File: src/rtl/init_reset_sequencer_pkg.sv
// Shared types for the fabric reset sequencer: state encoding, counter width
// and the saturating increment used by every counter in the block.
package init_reset_sequencer_pkg;

    localparam int CNT_W = 16;

    typedef enum logic [2:0] {
        ST_IDLE      = 3'd0,
        ST_WAIT_INIT = 3'd1,
        ST_HOLD      = 3'd2,
        ST_RUN       = 3'd3,
        ST_FAULT     = 3'd4
    } state_e;

    function automatic logic [CNT_W-1:0] sat_inc(input logic [CNT_W-1:0] v);
        return (&v) ? v : v + CNT_W'(1);
    endfunction

endpackage

File: src/rtl/init_reset_sync.sv
// N-stage flop synchronizer with asynchronous active-high clear.
// Latency STAGES clock edges; no flow control.
module init_reset_sync #(
    parameter int STAGES = 2
) (
    input  logic clk_i,
    input  logic rst_i,
    input  logic d_i,
    output logic q_o
);

    logic [STAGES-1:0] sync_q;

    always_ff @(posedge clk_i or posedge rst_i) begin
        if (rst_i) begin
            sync_q <= '0;
        end else begin
            sync_q <= {sync_q[STAGES-2:0], d_i};
        end
    end

    assign q_o = sync_q[STAGES-1];

endmodule

File: src/rtl/init_reset_sequencer.sv
// Fabric reset sequencer: gates FABRIC_RESET_N/READY on POR, init, PLL lock and external reset.
// Outputs registered, no flow control; INIT_RESET_SEQUENCER_TIMEOUT_EN adds a WAIT_INIT watchdog.
module init_reset_sequencer
    import init_reset_sequencer_pkg::*;
#(
    parameter int SYNC_STAGES    = 2,
    parameter int HOLD_CYCLES    = 16,
    parameter int TIMEOUT_CYCLES = 65535
) (
    input  logic       CLK,
    input  logic       RESET,
    input  logic       FABRIC_POR_N,
    input  logic       DEVICE_INIT_DONE,
    input  logic       PLL_LOCK,
    input  logic       EXT_RST_N,
    output logic       FABRIC_RESET_N,
    output logic       READY,
    output logic [2:0] STATE,
    output logic       TIMEOUT
);

    if (SYNC_STAGES < 2 || SYNC_STAGES > 4 || HOLD_CYCLES < 1 || HOLD_CYCLES > 65535 ||
        TIMEOUT_CYCLES < 1 || TIMEOUT_CYCLES > 65535) begin : g_param_check
        $error("init_reset_sequencer: parameter out of range");
    end

    localparam logic [CNT_W-1:0] HOLD_LAST = CNT_W'(HOLD_CYCLES - 1);

    logic por_s, init_s, lock_s, ext_s;

    init_reset_sync #(.STAGES(SYNC_STAGES)) u_sync_por  (.clk_i(CLK), .rst_i(RESET), .d_i(FABRIC_POR_N),     .q_o(por_s));
    init_reset_sync #(.STAGES(SYNC_STAGES)) u_sync_init (.clk_i(CLK), .rst_i(RESET), .d_i(DEVICE_INIT_DONE), .q_o(init_s));
    init_reset_sync #(.STAGES(SYNC_STAGES)) u_sync_lock (.clk_i(CLK), .rst_i(RESET), .d_i(PLL_LOCK),         .q_o(lock_s));
    init_reset_sync #(.STAGES(SYNC_STAGES)) u_sync_ext  (.clk_i(CLK), .rst_i(RESET), .d_i(EXT_RST_N),        .q_o(ext_s));

    state_e           state_q, state_d;
    logic [CNT_W-1:0] hold_cnt_q, hold_cnt_d;
    logic             ready_q, frn_q;
    logic             in_fault, collapse;

`ifdef INIT_RESET_SEQUENCER_TIMEOUT_EN
    localparam logic [CNT_W-1:0] WD_LAST = CNT_W'(TIMEOUT_CYCLES - 1);
    logic [CNT_W-1:0] wd_cnt_q, wd_cnt_d;
    logic             timeout_q, timeout_d;
    assign in_fault = (state_q == ST_FAULT);
`else
    assign in_fault = 1'b0;
`endif

    assign collapse = !por_s || !ext_s;

    always_comb begin
        state_d    = state_q;
        hold_cnt_d = hold_cnt_q;
`ifdef INIT_RESET_SEQUENCER_TIMEOUT_EN
        wd_cnt_d   = wd_cnt_q;
        timeout_d  = timeout_q;
`endif
        case (state_q)
            ST_IDLE: state_d = ST_WAIT_INIT;
            ST_WAIT_INIT: begin
                if (init_s && lock_s) begin
                    state_d    = ST_HOLD;
                    hold_cnt_d = '0;
                end
`ifdef INIT_RESET_SEQUENCER_TIMEOUT_EN
                else if (wd_cnt_q == WD_LAST) begin
                    state_d   = ST_FAULT;
                    timeout_d = 1'b1;
                end else begin
                    wd_cnt_d = sat_inc(wd_cnt_q);
                end
`endif
            end
            ST_HOLD: begin
                if (!lock_s) begin
                    state_d    = ST_WAIT_INIT;
                    hold_cnt_d = '0;
`ifdef INIT_RESET_SEQUENCER_TIMEOUT_EN
                    wd_cnt_d   = '0;
`endif
                end else if (hold_cnt_q == HOLD_LAST) begin
                    state_d = ST_RUN;
                end else begin
                    hold_cnt_d = sat_inc(hold_cnt_q);
                end
            end
            ST_RUN: begin
                if (!lock_s || !init_s) begin
                    state_d = ST_WAIT_INIT;
`ifdef INIT_RESET_SEQUENCER_TIMEOUT_EN
                    wd_cnt_d = '0;
`endif
                end
            end
`ifdef INIT_RESET_SEQUENCER_TIMEOUT_EN
            ST_FAULT: state_d = ST_FAULT;
`endif
            default: state_d = ST_IDLE;
        endcase

        // FAULT is latched until the user pulls external reset; elsewhere any collapse wins.
        if (in_fault ? !ext_s : collapse) begin
            state_d    = ST_IDLE;
            hold_cnt_d = '0;
`ifdef INIT_RESET_SEQUENCER_TIMEOUT_EN
            wd_cnt_d   = '0;
`endif
        end
    end

    always_ff @(posedge CLK or posedge RESET) begin
        if (RESET) begin
            state_q    <= ST_IDLE;
            hold_cnt_q <= '0;
            ready_q    <= 1'b0;
            frn_q      <= 1'b0;
        end else begin
            state_q    <= state_d;
            hold_cnt_q <= hold_cnt_d;
            ready_q    <= (state_d == ST_RUN);
            frn_q      <= (state_d == ST_RUN);
        end
    end

`ifdef INIT_RESET_SEQUENCER_TIMEOUT_EN
    always_ff @(posedge CLK or posedge RESET) begin
        if (RESET) begin
            wd_cnt_q  <= '0;
            timeout_q <= 1'b0;
        end else begin
            wd_cnt_q  <= wd_cnt_d;
            timeout_q <= timeout_d;
        end
    end

    assign TIMEOUT = timeout_q;
`else
    assign TIMEOUT = 1'b0;
`endif

    assign FABRIC_RESET_N = frn_q;
    assign READY          = ready_q;
    assign STATE          = state_q;

endmodule
File: config.mk
export PLATFORM = sky130hd
export DESIGN_NAME = init_reset_sequencer
export DESIGN_NICKNAME = d
export VERILOG_FILES = /design/src/rtl/init_reset_sequencer_pkg.sv /design/src/rtl/init_reset_sync.sv /design/src/rtl/init_reset_sequencer.sv
export SDC_FILE = /design/constraint.sdc
export NUM_CORES = 1
export LEC_CHECK = 0
export BUFFER_PORTS_ARGS = -buffer_cell sky130_fd_sc_hd__buf_4
export CAP_MARGIN = 10
export CORE_MARGIN = 2
export CORE_UTILIZATION = 55
export DETAILED_ROUTE_END_ITERATION = 12
export HOLD_SLACK_MARGIN = 0.02
export PLACE_DENSITY = 0.74
export SYNTH_ARGS = -nofsm -noshare
export SYNTH_HDL_FRONTEND = slang
export SYNTH_SLANG_ARGS = --single-unit
File: constraint.sdc
create_clock -name CLK -period 2.05 [get_ports CLK]
set_input_delay 0 -clock CLK [delete_from_list [all_inputs] [get_ports CLK]]
set_output_delay 0 -clock CLK [all_outputs]
set_load 0.05 [all_outputs]
==> results.txt <==
In the routed design, unresolved DRC markers number 0. The post-placement setup slack came out at 9.07 ps. The number of port buffers is 10. The shortest clock period the worst path allows after layout is 1900 ps. The starting utilization of the core area is 56.9%. Across all setup checks in the final design, the least slack found is 147 ps. The number of placed instances, taps included is approximately 170.

The number of search-and-repair iterations in the first detailed-routing pass is 5. The maximum number of buffers from clock root to sink came out at 2. In the synthesized netlist, the cells that appear most often are dfrtp_1 (28), o31ai_1 (11), nand2_1 (10).

By startpoint and endpoint, the worst setup path is classified as flop to flop. The main combinational cell family by area after synthesis is compound AO/OA/AOI/OAI gates. The sum of overflow across all layers after global routing came out at 0. The total routing resource utilization after global routing is 21.7%. For the final database, setup skew stands at 6.12 ps. The final setup TNS came out at 0 ps.

The total number of placement rows is 18. The maximum number of pins on one net before global-route repair came out at 29. The tightest min-delay check is of the input pin to asynchronous set/reset pin type. The final instance count without filler cells came out at 174. In this run the worst path has a maximum fanout of 10. The final layout net count came out at around 150.

The total die area is 2910 um2. The share of cell area taken by muxes after synthesis is 1.46%. The mean post-synth cell area came out at approximately 11 um2. TritonCTS built the clock tree.

The share of flip-flops with an asynchronous set or reset is 100%. The most critical setup path has its startpoint at hold_cnt_q[0]. The run finished with clean final reports. Setup repair after global routing left no endpoint under its margin. STA classifies the critical path endpoint as a flop. The simple-gate share of the synthesized area came out at 19.6%. Counting every sink on the clock net gives 28.

The endpoint required time on the critical path is 2280 ps. The portion of the post-synthesis area used by sequential elements is 51.1%. The peak supply drop came out at 0.000530 V. The power per standard cell area came out at 632 nW/um2. The total number of H-tree levels is 1.

The number of instances in the synthesized netlist came out at 125. From synthesis to final layout, the design area changed by 15.7%. The number of antenna violations at the first check in global routing came out at 0. The global-route wire length before repair came out at 4420 um. The final count of hold timing violations came out at 0. The worst register-to-register path begins at hold_cnt_q[0]. The post-detailed-route via-to-cell ratio came out at 6.10. Summing the areas of all xor and xnor instances in the mapped netlist gives 0% of the synthesized area. Clock latency on the worst-skew pair, taken at its later pin, is 340 ps. The wire-length estimate of the detail-placed layout is 1860 um. The number of register bits inferred by synthesis is 28.

The share of the clock period used by the worst path after layout came out at between 90% and 100%. The number of buffers added by the clock tree synthesis step is 3. The number of DRC violations after detailed-routing iteration 0 is 25. The number of global-route vias before repair came to 976. The final count of negative-setup-slack endpoints is 0. The total inserted antenna cells is 0. The worst setup path is launched from a flop.

The wire length per cell is around 16 um. After clock tree synthesis, the clock-pin slew on the worst setup and hold paths is 160 ps. The area fraction of the dominant cell type after synthesis came out at 51.1%. In the post-synthesis netlist, the biggest area contributors are dfrtp_1 (51%), o31ai_1 (6.0%), o311ai_1 (5.7%), nand3_1 (2.9%), nand2_1 (2.7%). The max-capacitance violation count is 0.

The summed instance area of the synthesized netlist is around 1400 um2. The dominant synthesized flop cell is dfrtp_1. The x dimension of the die is 53.9 um. At the end of routability-driven placement, the weighted congestion stood at 0.848. The placeable core region is roughly 2400 um2. The fraction of the mapped netlist area in adder cells is 0.912%. The largest total area in the synthesized netlist belongs to dfrtp_1. The remaining number of nets flagged by the antenna check after routing came out at 0. The total I/O pin count is 12.

The count of filler cells inserted in the layout is 180. Data arrives at the worst endpoint at 2130 ps. The complex-gate fraction of the synthesized area is between 20% and 30%. The overall via count from detail_route came out at 1062. The total area of multi-input combinational cells is just over 600 um2. The leakage power figure came out at 0.000666 uW. In the final layout, flip-flops and latches occupy roughly 700 um2.

Yosys mapped the design onto 41 distinct sky130hd cell types. The routed wire length is roughly 2700 um. The die is around 54 um tall.

Yosys printed 0 warnings. dfrtp_1 is the most common cell in the netlist. The number of max-slew violations in the final report came out at 0. The fmax is approximately 0.53 GHz. The number of flops mapped to enable cells by yosys came out at 0. In this run the clock root is driven by a clkbuf_4. The ratio of cells with drive above 1 in the final layout came out at 19.4%.
[path summary, 6_finish.rpt]
kind	endpoint	depth (start not counted)	slack [ps]
setup reg to reg	hold_cnt_q[11]	7	150
max in group asynchronous	hold_cnt_q[7]	4	1520
hold / removal	hold_cnt_q[1]	4	270
hold reg to reg	u_sync_por.sync_q[1]	0	370
min in group CLK	u_sync_lock.sync_q[0]	2	290
setup / recovery	hold_cnt_q[11]	7	150
[cells by family (layout without fill, tap and decap cells)]
kind of cell | Yosys count | after routing
multiplexers | 2 | 2
AND/OR/NAND/NOR | 47 | 47
other | 1 | 2
flip-flops | 28 | 28
buffers and inverters | 12 | 30
adder cells (fa/ha/maj) | 1 | 1
AO/OA/AOI/OAI | 34 | 34
[layout by cell type (no fill, tap or decap), types with 2 or more instances in the layout]
master | netlist | final
clkbuf_4 | 0 | 3
and3_1 | 3 | 2
o311ai_1 | 9 | 9
o311ai_0 | 3 | 3
nand2_1 | 10 | 10
nor4_1 | 4 | 3
dfrtp_1 | 28 | 28
o31ai_1 | 11 | 11
nand4_1 | 4 | 4
inv_1 | 6 | 6
o21ai_0 | 2 | 2
nor2_1 | 4 | 4
conb_1 | 1 | 2
mux2i_1 | 2 | 2
buf_4 | 2 | 14
nand3_1 | 8 | 8
dlygate4sd3_1 | 0 | 5
a21oi_1 | 2 | 2
nor3b_1 | 2 | 2
[critical path, stage by stage (launching register included)]
cell and delay [ps]:
dfrtp_1 440, ha_1 240, and3_4 200, nand4_1 150
o41ai_4 150, buf_6 170, o311ai_0 310, o31ai_1 120
[report_power, final]
part	total, uW	internal, uW	switching (uW)
registers	568	562	6.11
logic	60.0	21.5	38.5
clock network	374	198	176
[per-layer routing]
layer  wire [um]  vias to the layer above  GRT usage, %
li1            -                      521             -
met1        1240                      515          27.5
met2        1380                       22          36.2
met3          78                        4          4.17
met4          40                        0          8.97
met5           0                        -             0
[metrics by stage]
stage                     total power (uW)  utilization [%]  area, um2  hold WS, ps
after floorplan                        612                -       1380         31.4
after global placement                 629             61.0       1470         84.3
after detailed placement               631             61.0       1470          104
after CTS                             1000             65.2       1570          282
after global routing                  1030             65.8       1590          286
final                                 1000             65.8       1590          272
[repair_timing]
action,4_1_cts,5_1_grt
buffers inserted,0,0
gates resized for setup,0,3
hold endpoints to repair,32,0
pin swaps,1,0
hold buffers,5,0
endpoints found under the setup margin,6,7
[flip-flops by register name (all words and copies together) (netlist names)]
name / flops
u_sync_por.sync_q: 2
FABRIC_RESET_N: 1
hold_cnt_q: 16
STATE: 3
u_sync_ext.sync_q: 2
u_sync_lock.sync_q: 2
u_sync_init.sync_q: 2
[layout make-up]
| class | instances | area share, % |
|---|---|---|
| Sequential cell | 28 | 44.2 |
| Tap cell | 30 | 2.37 |
| Clock buffer | 3 | 1.42 |
| Clock inverter | 1 | 1.89 |
| Inverter | 6 | 1.42 |
| Multi-Input combinational cell | 86 | 38.2 |
| Timing Repair Buffer | 20 | 10.5 |
No activity file was read; power rests on OpenSTA's default activity.
